## config.mk

```make
export PLATFORM = sky130hd
export DESIGN_NAME = hazard_scoreboard_flat
export DESIGN_NICKNAME = d
export VERILOG_FILES = /design/src/rtl/hazard_scoreboard_pkg.sv /design/src/rtl/hazard_scoreboard_if.sv /design/src/rtl/hazard_match.sv /design/src/rtl/hazard_scoreboard.sv /design/src/flat_wrapper.sv
export SDC_FILE = /design/constraint.sdc
export NUM_CORES = 1
export LEC_CHECK = 0
export ABC_CLOCK_PERIOD_IN_PS = 2050
export CORE_MARGIN = 2
export CORE_UTILIZATION = 45
export DETAILED_ROUTE_END_ITERATION = 8
export PLACE_DENSITY = 0.72
export SYNTH_ARGS = -nofsm -noshare
export SYNTH_HDL_FRONTEND = slang
export SYNTH_SLANG_ARGS = --single-unit
export TNS_END_PERCENT = 10
```

## constraint.sdc

```tcl
create_clock -name clk -period 2.05 [get_ports clk]
set_input_delay 0.3075 -clock clk [delete_from_list [all_inputs] [get_ports clk]]
set_output_delay 0.3075 -clock clk [all_outputs]
set_load 0.005 [all_outputs]
```

## src/rtl/hazard_scoreboard_pkg.sv

```systemverilog
// Shared pipeline types for the hazard scoreboard.
//   sb_entry_t : one tracked in-flight instruction {v, rd, we, ld}
//   FWD_*      : forwarding-select encoding (0 = register file, k = stage k)
//   ZERO_REG_DEF : register index that never produces a hazard (XZR)
package cpu_pipe_pkg;

   localparam int SB_REG_W     = 5;
   localparam int ZERO_REG_DEF = 31;

   localparam logic [1:0] FWD_RF  = 2'd0;
   localparam logic [1:0] FWD_EX  = 2'd1;
   localparam logic [1:0] FWD_MEM = 2'd2;
   localparam logic [1:0] FWD_WB  = 2'd3;

   typedef struct packed {
      logic                v;
      logic [SB_REG_W-1:0] rd;
      logic                we;
      logic                ld;
   } sb_entry_t;

endpackage

```

## src/rtl/hazard_scoreboard_if.sv

```systemverilog
// RF-stage request / hazard-control response bundle.
//   master : pipeline side, drives the RF instruction fields and ex_br_taken,
//            receives forwarding selects, stall/bubble/flush and stall_cnt.
//   slave  : the hazard scoreboard.
interface hazard_scoreboard_if #(
   parameter int REG_W = 5,
   parameter int DEPTH = 3,
   parameter int CNT_W = 32
);
   localparam int SEL_W = $clog2(DEPTH + 1);

   logic             rf_valid;
   logic [REG_W-1:0] rf_rn;
   logic [REG_W-1:0] rf_rm;
   logic             rf_rn_used;
   logic             rf_rm_used;
   logic [REG_W-1:0] rf_rd;
   logic             rf_we;
   logic             rf_load;
   logic             ex_br_taken;
   logic [SEL_W-1:0] fwd_sel_a;
   logic [SEL_W-1:0] fwd_sel_b;
   logic             stall;
   logic             bubble;
   logic             flush;
   logic [CNT_W-1:0] stall_cnt;

   modport master (
      output rf_valid, rf_rn, rf_rm, rf_rn_used, rf_rm_used, rf_rd, rf_we, rf_load, ex_br_taken,
      input  fwd_sel_a, fwd_sel_b, stall, bubble, flush, stall_cnt
   );

   modport slave (
      input  rf_valid, rf_rn, rf_rm, rf_rn_used, rf_rm_used, rf_rd, rf_we, rf_load, ex_br_taken,
      output fwd_sel_a, fwd_sel_b, stall, bubble, flush, stall_cnt
   );
endinterface

```

## src/rtl/hazard_match.sv

```systemverilog
// Per-source priority matcher: finds the youngest in-flight producer of src.
// Ports:
//   ents    : tracked entries, index 0 = EX (youngest) .. DEPTH-1 = oldest
//   src     : source register index; srcUsed: source actually read
//   rfValid : RF stage holds a real instruction
//   fwdSel  : 0 = register file, k = forward from stage k
//   loadHit : youngest producer is a load still in EX (load-use hazard)
module hazard_match
   import cpu_pipe_pkg::*;
#(
   parameter int REG_W    = 5,
   parameter int DEPTH    = 3,
   parameter int ZERO_REG = ZERO_REG_DEF,
   parameter int SEL_W    = 2
) (
   input  sb_entry_t        ents [DEPTH],
   input  logic [REG_W-1:0] src,
   input  logic             srcUsed,
   input  logic             rfValid,
   output logic [SEL_W-1:0] fwdSel,
   output logic             loadHit
);

   logic [DEPTH-1:0] hit;

   always_comb begin
      hit     = '0;
      fwdSel  = '0;
      loadHit = 1'b0;
      // Walk oldest to youngest so the youngest producer overwrites the select.
      for (int k = DEPTH - 1; k >= 0; k--) begin
         hit[k] = ents[k].v && ents[k].we && (ents[k].rd == SB_REG_W'(src)) &&
                  (src != REG_W'(ZERO_REG)) && srcUsed && rfValid;
         if (hit[k]) fwdSel = SEL_W'(k + 1);
      end
      // A load in EX has no result yet; read the RF and let the stall resolve it.
      loadHit = hit[0] && ents[0].ld;
      if (loadHit) fwdSel = '0;
   end

endmodule

```

## src/rtl/hazard_scoreboard.sv

```systemverilog
// Hazard and forwarding controller beside the RF stage. Tracks in-flight
// register writes for DEPTH stages after RF and produces forwarding selects,
// load-use stall, bubble insertion, branch flush and a saturating stall count.
// Ports:
//   clk   : rising-edge clock
//   reset : asynchronous active-low reset
//   sb    : hazard_scoreboard_if.slave (RF instruction in, hazard control out)
// Build option:
//   HAZARD_DELAY_SLOT_EN : one architectural branch delay slot; a taken branch
//                          never flushes or bubbles the RF instruction.
module hazard_scoreboard
   import cpu_pipe_pkg::*;
#(
   parameter int REG_W    = 5,
   parameter int DEPTH    = 3,
   parameter int ZERO_REG = ZERO_REG_DEF,
   parameter int CNT_W    = 32
) (
   input logic               clk,
   input logic               reset,
   hazard_scoreboard_if.slave sb
);

   localparam int SEL_W = $clog2(DEPTH + 1);

   sb_entry_t        ents [DEPTH];
   logic [SEL_W-1:0] selA;
   logic [SEL_W-1:0] selB;
   logic             loadHitA;
   logic             loadHitB;
   logic             loadUse;
   logic             stallC;
   logic             bubbleC;
   logic             flushC;
   logic [CNT_W-1:0] stallCnt;

   hazard_match #(.REG_W(REG_W), .DEPTH(DEPTH), .ZERO_REG(ZERO_REG), .SEL_W(SEL_W)) uMatchA (
      .ents    (ents),
      .src     (sb.rf_rn),
      .srcUsed (sb.rf_rn_used),
      .rfValid (sb.rf_valid),
      .fwdSel  (selA),
      .loadHit (loadHitA)
   );

   hazard_match #(.REG_W(REG_W), .DEPTH(DEPTH), .ZERO_REG(ZERO_REG), .SEL_W(SEL_W)) uMatchB (
      .ents    (ents),
      .src     (sb.rf_rm),
      .srcUsed (sb.rf_rm_used),
      .rfValid (sb.rf_valid),
      .fwdSel  (selB),
      .loadHit (loadHitB)
   );

   assign loadUse = loadHitA | loadHitB;

`ifdef HAZARD_DELAY_SLOT_EN
   // The delay-slot instruction always executes; the fetch logic squashes IF.
   logic unusedBrTaken;
   assign unusedBrTaken = sb.ex_br_taken;

   always_comb begin
      flushC  = 1'b0;
      stallC  = loadUse;
      bubbleC = loadUse;
   end
`else
   // A squashed instruction must not hold the front end, so flush wins.
   always_comb begin
      flushC  = sb.ex_br_taken;
      stallC  = loadUse & ~sb.ex_br_taken;
      bubbleC = loadUse | sb.ex_br_taken;
   end
`endif

   always_ff @(posedge clk or negedge reset) begin
      if (!reset) begin
         for (int k = 0; k < DEPTH; k++) ents[k] <= '0;
         stallCnt <= '0;
      end else begin
         for (int k = DEPTH - 1; k > 0; k--) ents[k] <= ents[k-1];
         if (bubbleC) begin
            ents[0] <= '0;
         end else begin
            ents[0] <= '{v: sb.rf_valid, rd: SB_REG_W'(sb.rf_rd), we: sb.rf_we, ld: sb.rf_load};
         end
         if (stallC && (stallCnt != '1)) stallCnt <= stallCnt + CNT_W'(1);
      end
   end

   assign sb.fwd_sel_a = selA;
   assign sb.fwd_sel_b = selB;
   assign sb.stall     = stallC;
   assign sb.bubble    = bubbleC;
   assign sb.flush     = flushC;
   assign sb.stall_cnt = stallCnt;

endmodule

```

## src/flat_wrapper.sv

```systemverilog
// flat-port wrapper written by rule: the top's interface ports become plain ports
module hazard_scoreboard_flat import cpu_pipe_pkg::*;
#(
   parameter int REG_W    = 5,
   parameter int DEPTH    = 3,
   parameter int ZERO_REG = ZERO_REG_DEF,
   parameter int CNT_W    = 32
)
  (clk, reset, sb_rf_valid, sb_rf_rn, sb_rf_rm, sb_rf_rn_used, sb_rf_rm_used, sb_rf_rd, sb_rf_we, sb_rf_load, sb_ex_br_taken, sb_fwd_sel_a, sb_fwd_sel_b, sb_stall, sb_bubble, sb_flush, sb_stall_cnt);
  hazard_scoreboard_if #(.REG_W(REG_W), .DEPTH(DEPTH), .CNT_W(CNT_W)) sb_i ();
  input logic clk;
  input logic reset;
  input wire logic [$bits(sb_i.rf_valid)-1:0] sb_rf_valid;
  input wire logic [$bits(sb_i.rf_rn)-1:0] sb_rf_rn;
  input wire logic [$bits(sb_i.rf_rm)-1:0] sb_rf_rm;
  input wire logic [$bits(sb_i.rf_rn_used)-1:0] sb_rf_rn_used;
  input wire logic [$bits(sb_i.rf_rm_used)-1:0] sb_rf_rm_used;
  input wire logic [$bits(sb_i.rf_rd)-1:0] sb_rf_rd;
  input wire logic [$bits(sb_i.rf_we)-1:0] sb_rf_we;
  input wire logic [$bits(sb_i.rf_load)-1:0] sb_rf_load;
  input wire logic [$bits(sb_i.ex_br_taken)-1:0] sb_ex_br_taken;
  output wire logic [$bits(sb_i.fwd_sel_a)-1:0] sb_fwd_sel_a;
  output wire logic [$bits(sb_i.fwd_sel_b)-1:0] sb_fwd_sel_b;
  output wire logic [$bits(sb_i.stall)-1:0] sb_stall;
  output wire logic [$bits(sb_i.bubble)-1:0] sb_bubble;
  output wire logic [$bits(sb_i.flush)-1:0] sb_flush;
  output wire logic [$bits(sb_i.stall_cnt)-1:0] sb_stall_cnt;
  assign sb_i.rf_valid = sb_rf_valid;
  assign sb_i.rf_rn = sb_rf_rn;
  assign sb_i.rf_rm = sb_rf_rm;
  assign sb_i.rf_rn_used = sb_rf_rn_used;
  assign sb_i.rf_rm_used = sb_rf_rm_used;
  assign sb_i.rf_rd = sb_rf_rd;
  assign sb_i.rf_we = sb_rf_we;
  assign sb_i.rf_load = sb_rf_load;
  assign sb_i.ex_br_taken = sb_ex_br_taken;
  assign sb_fwd_sel_a = sb_i.fwd_sel_a;
  assign sb_fwd_sel_b = sb_i.fwd_sel_b;
  assign sb_stall = sb_i.stall;
  assign sb_bubble = sb_i.bubble;
  assign sb_flush = sb_i.flush;
  assign sb_stall_cnt = sb_i.stall_cnt;
  hazard_scoreboard #(.REG_W(REG_W), .DEPTH(DEPTH), .ZERO_REG(ZERO_REG), .CNT_W(CNT_W)) u_core (.clk(clk), .reset(reset), .sb(sb_i));
endmodule
```

==> results.ini, run 1 <==
[grt]
first_global_vias = 2365
grt_max_degree = 29
grt_usage_pct = 22.8
grt_pass1_wl_um = 11400
grt_antenna_before_repair = 0
grt-ovfl-total = 0

[yosys]
ys_ff_latch = 54
synth_top_flop_cell = dfrtp_1
synth_edf_count = 0
synth_nets = 268
ys_seq_area_share_pct = 50.9
synthDistinctLibCells = 34
synthArstFlopShare_pct = 100
yosys.area.top_type = dfrtp_1
netlist_area_mm2 = 0.00265
avgSynthCellArea_um2 = 10.9
yosys-top-cells-area = dfrtp_1, xor2_1, xnor2_1
yosysWarnings = 0
synthDominantCellAreaShare_pct = 50.9
synth_cells = 244

[outcome]
failed_checks = negative setup slack
status = finished with violations

[worst_setup_path]
cp-start-kind = input pin
crit_required_ns = 2.29
r2r_setup_slack_ns = -0.34
r2r_start = u_core.ents[21]
slowest_stage = clkdlybuf4s50_1
timing.rr.end = u_core.sb.stall_cnt[27]
slowest_delay_ns = 0.52
worstPathMaxFanout = 28
path_cells = clkdlybuf4s50_1 -> nand2_1 -> a31oi_2 -> nand4_1 -> buf_6 -> buf_6 -> buf_6 -> a221o_1 -> buf_12 -> nor3_2 -> xor2_1
arrival_ns = 2.63
crit_top_cell = buf_6
crit_type = input pin to flop
ff2ff_path_depth = 11
end_kind = flop

[cts]
htree_levels = 2
clk_pin_slew_ns = 0.09
cts_sinks = 54
cts_tree = yes
cts_buffer_depth = 2
cts_made_buffers = 5
cts_root_buf = clkbuf_8
insertion_delay_ns = 0.31

[power]
pwr-share-comb_pct = 10.9
p_leak_uw = 0.00202
clkPwrFrac_pct = 30.5
internal_power_uw = 1430
p_seq_share_pct = 58.6
irDropWorstVdd_uv = 290
powerDensity_mw_per_mm2 = 467
p_switching_uw = 458
swShare_pct = 24.2

[detailed_routing]
drtPass1Iterations = 4
wire_per_inst_um = 15.5
drt-vias-per-instance = 5.11
drc = 0
drt_iter0_drc = 139
drt_wl_total_um = 6960
vias = 2295
final_antenna_net_count = 0

[timing]
rsz0062_at_grt = true
finalCriticalPeriod_ns = 2.39
worst_slack_ns = -0.343
timing_hold_violations_final = 0
fin_skew_ns = 0.00988
tns_ns = -8.47
max_freq_mhz = 418
worstMarginPinSlew_ns = 0.423
relSlewSlack_pct = 71.8
fin_crit_sh_pct = 117
finalMaxSlewViolations = 0
setup_viol = 35

[floorplan]
dieArea_mm2 = 0.00653
die_w_um = 80.8
boundaryPins = 62
floorplan.initialDensity_pct = 47.3
core_mm2 = 0.00561
core.rowCount = 27
die_y_um = 80.8

[final_layout]
layout-drive-gt1-share_pct = 28.4
num-fill-cells = 418
syn_to_final_growth_pct = 52.3
fin_nets = 401
antenna_cells = 0
post-route-util_pct = 72.1

[hold_path]
hold_path_end = u_core.ents[1]
hold_start = u_core.ents[9]
hold_depth = 0
holdCritPathClass = flop to flop

[placement]
gp_congestion = 0.876
dp_hpwl_um = 4810
pre_cts_ws_ns = -0.655
io_buffers = 61

[flow_run]
cap_violations = 0

[power groups by stage]
stage          registers [uW]  clock network [uW]  logic, uW
6_report                 1110                 576        206
5_1_grt                  1110                 616        223
4_1_cts                  1110                 576        194
3_5_place_dp             1130                   0        190
3_3_place_gp             1130                   0        185
2_1_floorplan            1120                   0       61.3
[worst max-delay path: cells and delay by family]
| family | cells | cell delay, ns |
|---|---|---|
| AOI/OAI and AO/OA | 2 | 0.60 |
| xor gates and xnor gates | 1 | 0.17 |
| and+or+nand+nor | 3 | 0.46 |
| buffers and inverters | 5 | 1.08 |
[registers in the layout, summed over array words and instances (netlist names)]
name                 cells
u_core.ents             22
u_core.sb.stall_cnt     32
[metal layers]
layer / vias up / global-route usage [%] / routed length [um]
met2: 65 / 37.5 / 3370
met3: 14 / 4.11 / 340
met4: 0 / 8.14 / 122
met1: 1119 / 30.6 / 3130
li1: 1097 / - / -
met5: - / 0 / 0
[what timing repair did]
item / in CTS / in global routing
pin swaps: 23 / 4
buffers inserted: 13 / 1
setup endpoints to repair: 36 / 37
hold buffers: 1 / 0
endpoints found under the hold margin: 17 / 0
gates resized for setup: 47 / 7
[area by class of cell]
type                            instances  area, um^2  area share, %
Inverter                                3        11.3          0.279
Timing Repair Buffer                  131        1150           28.4
Sequential cell                        54        1350           33.4
Clock buffer                            7        76.3           1.89
Tap cell                               72        90.1           2.23
Multi-Input combinational cell        182        1370           33.8
[kinds of logic after synthesis]
kind of cell / share of synthesized area (%)
XOR/XNOR: 19.8
AND/OR/NAND/NOR: 23.3
adder cells (fa/ha/maj): 0.471
flip-flops: 50.9
multiplexers: 1.23
buffers and inverters: 1.89
AO/OA/AOI/OAI: 2.36
[Yosys cell counts (all sizes together), types with 2 or more instances]
| cell | n |
|---|---|
| nand2 | 22 |
| xnor2 | 10 |
| nand4 | 8 |
| and4 | 7 |
| a31oi | 2 |
| inv | 3 |
| and2 | 12 |
| mux2 | 2 |
| and3 | 11 |
| nor3 | 12 |
| nand3b | 2 |
| xor2 | 50 |
| dfrtp | 54 |
| a21oi | 2 |
| buf | 4 |
| nor4 | 6 |
| nand3 | 12 |
| nor2 | 15 |
[per-stage QoR]
step	cell area (um^2)	instances	power, uW	hold slack (ns)
3_3_place_gp	3750	427	1310	0.258
5_1_grt	4040	449	1950	0.375
2_1_floorplan	2670	244	1180	0.0119
4_1_cts	4000	448	1880	0.373
6_report	4040	449	1890	0.367
3_5_place_dp	3750	427	1320	0.263
[worst max path at each step]
stage               startpoint                      end  slack [ns]  depth (start not counted)
6_report           sb_rf_valid  u_core.sb.stall_cnt[27]       -0.34                         11
5_1_grt        u_core.ents[19]  u_core.sb.stall_cnt[31]       -0.46                         10
4_1_cts        u_core.ents[21]  u_core.sb.stall_cnt[13]       -0.32                         10
3_5_place_dp       sb_rf_rm[2]                 sb_stall       -0.65                          7
3_3_place_gp       sb_rf_rm[2]                 sb_stall       -0.64                          7
2_1_floorplan  u_core.ents[21]   u_core.sb.stall_cnt[1]       0.002                          7
[cell usage in the layout, fill, tap and decap left out, types with 6 or more instances in the layout]
master           synthesis  final
dlygate4sd2_1            0     10
xnor2_1                 10     10
clkdlybuf4s50_1          0     46
and2_1                  10     10
nor3_2                   4     10
dfrtp_1                 54     54
nand2_1                 22     21
and3_1                  11      9
buf_6                    2      9
and4_1                   7      6
nand3_1                 12     12
xor2_1                  50     49
nor2_1                  15     15
buf_4                    1     59
nand4_1                  7      7
Power figures use the tool's default switching activity.
==> inputs of run 2 (changes only) <==
- PLACE_DENSITY: 0.72 -> 0.86
- REMOVE_ABC_BUFFERS: unset -> 1
==> run 2 against run 1 <==
Net effect:
- the flow still finishes with violations (negative setup slack)
- critical endpoint is now u_core.sb.stall_cnt[31]
- worst setup slack better by 0.032 ns
- clock skew is 0.0037 ns higher
- critical path type is now flop to flop
- clock power is 0.9% higher
- largest power group unchanged
- hold slack better by 0.010 ns
- via count is 0.74% higher
- sequential cell count stayed put
==> results.ini, run 2 (synthesis results as in run 1) <==
[timing]
whs_ns = 0.378  ; +0.0103 ns
relSlewSlack_pct = 62.5  ; -9.3 points
timing_hold_violations_final = 0  ; unchanged
max_freq_mhz = 424  ; +1.4%
finalCriticalPeriod_ns = 2.36  ; -0.0323 ns
worst_slack_ns = -0.310  ; +0.0323 ns
setup_viol = 37  ; +5.7%
rsz0062_at_grt = true
worstMarginPinSlew_ns = 0.563  ; +0.140 ns
tns_ns = -8.54  ; -0.0710 ns
fin_skew_ns = 0.0136  ; +0.00372 ns
finalMaxSlewViolations = 0  ; unchanged
fin_crit_sh_pct = 115  ; -1.6 points

[worst_setup_path]
cp-start-kind = flop
arrival_ns = 2.61  ; -0.02 ns
crit_required_ns = 2.30  ; about the same
end_kind = flop
worstPathMaxFanout = 7  ; -75%
crit_type = flop to flop

[final_layout]
fin_nets = 395  ; -1.5%
num-fill-cells = 405  ; -3.1%
largest_register_ffs = 32  ; unchanged
seqCellArea_mm2 = 0.00135  ; unchanged
fin_cells = 443  ; -1.3%
antenna_cells = 0  ; unchanged
mostFrequentLayoutCells = buf_4, dfrtp_1, xor2_1
syn_to_final_growth_pct = 52.7
post-route-util_pct = 72.2  ; +0.16 points
multiInputGateArea_mm2 = 0.00139  ; +1.6%
layout-drive-gt1-share_pct = 29.4  ; +1.0 points

[floorplan]
core.rowCount = 27  ; unchanged
dieArea_mm2 = 0.00653  ; unchanged
floorplan.initialDensity_pct = 47.3  ; unchanged
boundaryPins = 62  ; unchanged
die_y_um = 80.8  ; unchanged
die_w_um = 80.8  ; unchanged
core_mm2 = 0.00561  ; unchanged

[detailed_routing]
drc = 0  ; unchanged
wire_per_inst_um = 15.9  ; +2.6%
vias = 2312  ; +0.74%
drt-vias-per-instance = 5.22  ; +2.1%
drtPass1Iterations = 4  ; unchanged
drt_iter0_drc = 139  ; unchanged
final_antenna_net_count = 0  ; unchanged
drt_wl_total_um = 7050  ; +1.2%

[cts]
cts_buffer_depth = 2  ; unchanged
htree_levels = 2  ; unchanged
cts_tree = yes
cts_made_buffers = 5  ; unchanged
cts_sinks = 54  ; unchanged
insertion_delay_ns = 0.32  ; about the same
clk_pin_slew_ns = 0.10  ; about the same
cts_root_buf = clkbuf_8

[power]
p_leak_uw = 0.00209  ; +3.2%
p_switching_uw = 454  ; -0.72%
clkPwrFrac_pct = 30.9  ; +0.4 points
swShare_pct = 24.1  ; -0.095 points
powerDensity_mw_per_mm2 = 465  ; -0.55%
irDropWorstVdd_uv = 386  ; +33%
p_seq_share_pct = 58.9  ; +0.3 points
pwr-share-comb_pct = 10.2  ; -0.7 points
internal_power_uw = 1430  ; -0.20%

[placement]
dp_cells = 426  ; -0.23%
io_buffers = 61  ; unchanged
dp_hpwl_um = 4810  ; about the same
gp_congestion = 0.885  ; +1.1%
pre_cts_ws_ns = -0.595  ; +0.0592 ns

[grt]
grt_usage_pct = 23.6  ; +0.71 points
grt-ovfl-total = 0  ; unchanged
grt_antenna_before_repair = 0  ; unchanged
first_global_vias = 2387  ; +0.93%
grt_max_degree = 31  ; +6.9%
grt_pass1_wl_um = 11600  ; +2.5%

[outcome]
status = finished with violations
failed_checks = negative setup slack

[flow_run]
cap_violations = 0  ; unchanged

[hold_path]
holdCritPathClass = flop to flop

run 2: path summary, 6_finish.rpt:
kind | from | to | slack, ns | cells after the start
min in group asynchronous | reset | u_core.sb.stall_cnt[31] | 0.53 | 2
worst max register to register | u_core.ents[18] | u_core.sb.stall_cnt[31] | -0.31 | 9
worst max-delay path | u_core.ents[18] | u_core.sb.stall_cnt[31] | -0.31 | 9
worst min register to register | u_core.ents[15] | u_core.ents[7] | 0.38 | 0
max in group asynchronous | reset | u_core.sb.stall_cnt[10] | 0.96 | 3
worst min-delay path | u_core.ents[15] | u_core.ents[7] | 0.38 | 0
run 2: routing by layer:
layer	vias to the layer above	GRT usage (%)	share of wire (%)
li1	1084	-	-
met1	1156	31.2	44
met2	63	39.8	51
met3	9	4.22	4.1
met4	0	7.12	1.3
met5	-	0	0
run 2: metrics by stage:
step,area [um^2],power [uW]
floorplan,2620,1180
global placement,3740,1310
detailed placement,3740,1320
CTS,4060,1890
global route,4050,1960
finish,4050,1880
run 2: critical path, stage by stage, from the launching register on:
cell and delay (ns):
dfrtp_1 0.42, xor2_2 0.17, nor4_2 0.31, nand4_2 0.17, buf_6 0.17, buf_6 0.10
a221o_2 0.41, buf_12 0.17, nor4_4 0.21, xor2_1 0.16
run 2: power by group through the flow:
stage	registers, uW	logic, uW	clock network (uW)
finish	1110	192	581
detailed placement	1130	187	0
global placement	1130	184	0
CTS	1110	191	596
global route	1110	211	640
floorplan	1120	59.7	0
run 2: layout make-up:
type / count / area share [%]
timing repair buffer: 125 / 27.9
inverter: 3 / 0.278
tap: 72 / 2.22
multi-input combinational: 182 / 34.2
clock buffer: 5 / 1.70
clock inverter: 2 / 0.340
sequential: 54 / 33.4
run 2: repair_timing:
action	CTS	global route
pin swaps	31	10
resized for setup	63	5
endpoints found under the setup margin	33	36
gates cloned	2	0
hold endpoints to repair	16	0
buffers inserted	7	1
hold buffers	1	0
